## src/rtl/sign_accum.sv

```systemverilog
// sign_accum: saturating signed accumulator over a sign_reset window, result on a valid/ready port
module sign_accum #(
    parameter int DW = 8,
    parameter int AW = 16,
    parameter int TH = 0
) (
    input  logic                 clk,
    input  logic                 rst,
    input  logic                 sign_reset,
    input  logic                 din_valid,
    input  logic signed [DW-1:0] din,
    input  logic                 res_ready,
    output logic                 res_valid,
    output logic signed [AW-1:0] acc_out,
    output logic [1:0]           sign_out,
    output logic [15:0]          sample_cnt,
    output logic                 sat_flag,
    output logic                 busy
);
    typedef enum logic [1:0] {IDLE, ACCUM, REPORT} state_t;
    localparam logic signed [AW-1:0] THS  = AW'(TH);
    localparam logic signed [AW-1:0] MAXV = {1'b0, {(AW-1){1'b1}}};
    localparam logic signed [AW-1:0] MINV = {1'b1, {(AW-1){1'b0}}};
    state_t state;
    logic signed [AW-1:0] acc, nxt;
    logic signed [AW:0] sum;
    logic [15:0] cnt;
    logic sat, ovf;
    logic [1:0] sgn;
    // one guard bit: overflow shows as disagreement between the top two sum bits
    always_comb begin
        sum = {acc[AW-1], acc} + {{(AW+1-DW){din[DW-1]}}, din};
        ovf = sum[AW] ^ sum[AW-1];
        nxt = ovf ? (sum[AW] ? MINV : MAXV) : sum[AW-1:0];
        sgn = acc > THS ? 2'b01 : acc < -THS ? 2'b11 : 2'b00;
    end
    assign busy = state != IDLE;
    always_ff @(posedge clk or posedge rst) begin
        if (rst) begin
            state      <= IDLE;
            acc        <= '0;
            cnt        <= '0;
            sat        <= 1'b0;
            res_valid  <= 1'b0;
            acc_out    <= '0;
            sign_out   <= 2'b00;
            sample_cnt <= '0;
            sat_flag   <= 1'b0;
        end else begin
            case (state)
                IDLE: if (!sign_reset) begin
                    state <= ACCUM;
                    acc   <= '0;
                    cnt   <= '0;
                    sat   <= 1'b0;
                end
                ACCUM: if (sign_reset) begin
                    state      <= REPORT;
                    acc_out    <= acc;
                    sign_out   <= sgn;
                    sample_cnt <= cnt;
                    sat_flag   <= sat;
                    res_valid  <= 1'b1;
                end else if (din_valid) begin
                    acc <= nxt;
                    cnt <= cnt + 16'(cnt != 16'hFFFF);
                    sat <= sat | ovf;
                end
                REPORT: if (res_ready) begin
                    state     <= IDLE;
                    res_valid <= 1'b0;
                end
                default: state <= IDLE;
            endcase
        end
    end
endmodule
```

## config.mk

```make
export PLATFORM = sky130hd
export DESIGN_NAME = sign_accum
export DESIGN_NICKNAME = d
export VERILOG_FILES = /design/src/rtl/sign_accum.sv
export SDC_FILE = /design/constraint.sdc
export NUM_CORES = 1
export LEC_CHECK = 0
export CAP_MARGIN = 10
export CELL_PAD_IN_SITES_DETAIL_PLACEMENT = 0
export CELL_PAD_IN_SITES_GLOBAL_PLACEMENT = 1
export CORE_UTILIZATION = 40
export CTS_BUF_LIST = sky130_fd_sc_hd__clkbuf_4 sky130_fd_sc_hd__clkbuf_8
export CTS_CLUSTER_SIZE = 24
export DETAILED_ROUTE_END_ITERATION = 10
export HOLD_SLACK_MARGIN = 0.06
export PLACE_DENSITY = 0.83
export SLEW_MARGIN = 20
export SYNTH_ARGS = -nofsm -noshare
export SYNTH_HDL_FRONTEND = slang
export SYNTH_SLANG_ARGS = --single-unit
```

## constraint.sdc

```tcl
create_clock -name clk -period 7.2 [get_ports clk]
set_clock_uncertainty 0.05 [all_clocks]
set_input_delay 1.8 -clock clk [delete_from_list [all_inputs] [get_ports clk]]
set_output_delay 1.8 -clock clk [all_outputs]
set_load 0.01 [all_outputs]
```

==> reports/results.ini <==
[outcome]
outcome=completed

[run]
maxCapViolations=0

[layout]
fin_cells=541
fill_cells=873
drive_gt1_share_pct=13.1
multi_input_area_sq_um=1970
diodes=0
final_net_count=442
regArea_sq_um=1780
area_growth_pct=19.9

[global_routing]
grt.busiest_layer=met2
met3_usage_pct=4.32
track_usage_pct=18.0
use_met1_pct=22.3
grt_pass1_wl_microns=14200
antenna_found_initial=0
grt_max_degree=72
grt_pass1_vias=2962
grt.overflow.total=0
met2_usage_pct=30.7

[synthesis]
synth_area_leaders=dfrtp_1 (46%), ha_1 (5.8%), mux2_2 (5.3%)
synth_flop_cell=dfrtp_1
yosysWarnings=0
netlist_area_sq_um=3860
synth_edf_count=0
syn-num-nets=394
seq_area_frac_synth_pct=46.0
netlist.area_leader.share_pct=46.0
ys_ff_latch=71
synth_top_cell_by_area=dfrtp_1
synth.avg_cell_area_sq_um=10.7
synth_cell_types=60
async_flop_share_pct=100
syn_inst=362

[power_and_ir_drop]
ir_worst_vdd_uv=119
power_density_nw_per_um2=338
leakage_nw=2.02
finalPower_mw=1.57

[timing]
setup_viol=0
slew_viol_final=0
fin_crit_sh_pct=59.5
setup_ws_ps=2920
worst_hold_slack_ps=423
slew_headroom_pct=32.7
final_hold_viol_count=0
fmax_mhz=234
max_slew.worst_pin.slew_ps=1010
fin_crit_ps=4280
rsz0062_at_grt=false
tns_ps=0

[place]
io_buffer_count=49
dp_cells=528
preCtsSetupSlack_ps=2570
hpwl_microns=5890
gp_congestion=0.821

[min_path]
worstHoldPathType=reg -> reg
whs_path_depth=2

[clock_tree]
tritoncts=built
clk_latency_ps=350
ctsHoldBuffers=0
cts_inserted_buffers=9
clk_pin_slew_ps=70
clock_path_buffers=2
cts_sinks=71
cts_setup_buffers=0
cts_max_level=3
cts_root_buffer=clkbuf_8
cts-resized-gates=0

[floorplan]
io_pins=50
fp.dieArea_sq_um=10000
fp.dieH_microns=100
rows=35
core_area_sq_um=9280
start_util_pct=41.6
die_width_microns=100

[detailed_routing]
drt_iter0_markers=187
drcViolationCount=0
dr.pass1.iters=4
vias_per_cell=5.38
post_drt_wl_per_cell_microns=14.8
wirelength_microns=8020
ant_nets=0
num_vias=2912

[critical_path]
path_max_fanout=13
cp_data_required_time_ps=7400
worstPathArrival_ps=4480
critical_path_class=in -> reg
ff2ff_path_depth=9
rrSetupSlack_ps=4480
cp-start-kind=primary input
crit_path_end_kind=register

-- Yosys cell counts (3+ instances only) --
master and n:
dfrtp_1 71, nand2_1 32, nor2_1 21, o21ai_1 21, a21oi_1 18, ha_1 18, mux2_2 18, o21ai_0 15
xnor2_1 15, mux2_1 13, nand3_1 10, inv_1 9, a32oi_1 8, nor3_1 8, clkbuf_1 7, xor2_1 7
buf_2 6, nand4_1 5, o311ai_1 5, nor4_1 4, and2_1 3, or3_1 3
-- layout by cell type (no fill, tap or decap), types with 2 or more instances in the layout --
cell / instances
nand3_1: 10
ha_1: 18
inv_1: 8
xnor2_1: 15
a21boi_0: 2
and4_1: 2
or3_1: 3
and2_1: 3
buf_4: 2
o21ai_1: 21
o311ai_1: 5
o22ai_1: 2
a32oi_1: 8
nor3_1: 8
dfrtp_1: 71
mux2_1: 13
xor2_1: 7
clkbuf_8: 12
a21oi_1: 18
nor4_1: 4
mux2_2: 18
nand2_1: 32
o21ai_0: 15
a21o_1: 2
nor2_1: 21
o21bai_1: 2
inv_2: 3
a211oi_1: 2
clkdlybuf4s50_1: 49
nand4_1: 5
-- final cells by class --
type / instances / area share, %
sequential: 71 / 38.4
multi-input combinational: 266 / 42.6
clock inverter: 1 / 0.108
timing repair buffer: 51 / 10.9
clock buffer: 12 / 3.57
tap: 129 / 3.49
inverter: 11 / 0.892
-- cell families (layout without fill, tap and decap cells) --
family | Yosys count | in the layout | share of synthesized area, %
muxes | 31 | 31 | 9.05
adders and majority gates | 19 | 19 | 6.36
xor gates and xnor gates | 23 | 23 | 5.71
buffers and inverters | 25 | 75 | 2.82
DFF | 71 | 71 | 46.0
and+or+nand+nor | 99 | 99 | 12.7
AOI/OAI and AO/OA | 94 | 94 | 17.3
-- registers in the layout (all words and copies together) (netlist names) --
register	count
state	2
acc	16
sat_flag	1
acc_out	16
sign_out	2
sample_cnt	16
res_valid	1
cnt	16
sat	1
-- critical path, stage by stage --
cell	delay, ps
clkdlybuf4s50_1	620
ha_1	540
and4_1	250
o21ai_1	120
o21bai_4	190
a31oi_4	140
xnor2_4	390
nand3_2	230
o311ai_1	180
-- where the power goes --
part | switching, mW | internal, mW
registers | 0.0946 | 0.495
logic | 0.359 | 0.336
clock network | 0.134 | 0.147
-- per-layer routing --
metal  vias up  routed length (microns)
met5         -                        0
met4         0                       95
met3        12                      397
met2        65                     4040
met1      1410                     3490
li1       1425                        -
-- worst paths after layout --
check                                         from                      end
setup / recovery                            din[7]       acc[2]$_DFFE_PP0P_
hold / removal             acc_out[15]$_DFFE_PP0P_  acc_out[15]$_DFFE_PP0P_
setup reg to reg                acc[0]$_DFFE_PP0P_      acc[12]$_DFFE_PP0P_
hold reg to reg            acc_out[15]$_DFFE_PP0P_  acc_out[15]$_DFFE_PP0P_
max in group asynchronous                      rst  acc_out[15]$_DFFE_PP0P_
min in group asynchronous                      rst   acc_out[1]$_DFFE_PP0P_
-- metrics by stage --
stage | instance area [sq um] | util [%]
global placement | 4460 | 48.0
finish | 4630 | 49.9
detailed placement | 4460 | 48.0
floorplan | 3860 | -
CTS | 4630 | 49.9
global route | 4630 | 49.9
Note: power is estimated with default switching activity, not from simulation.
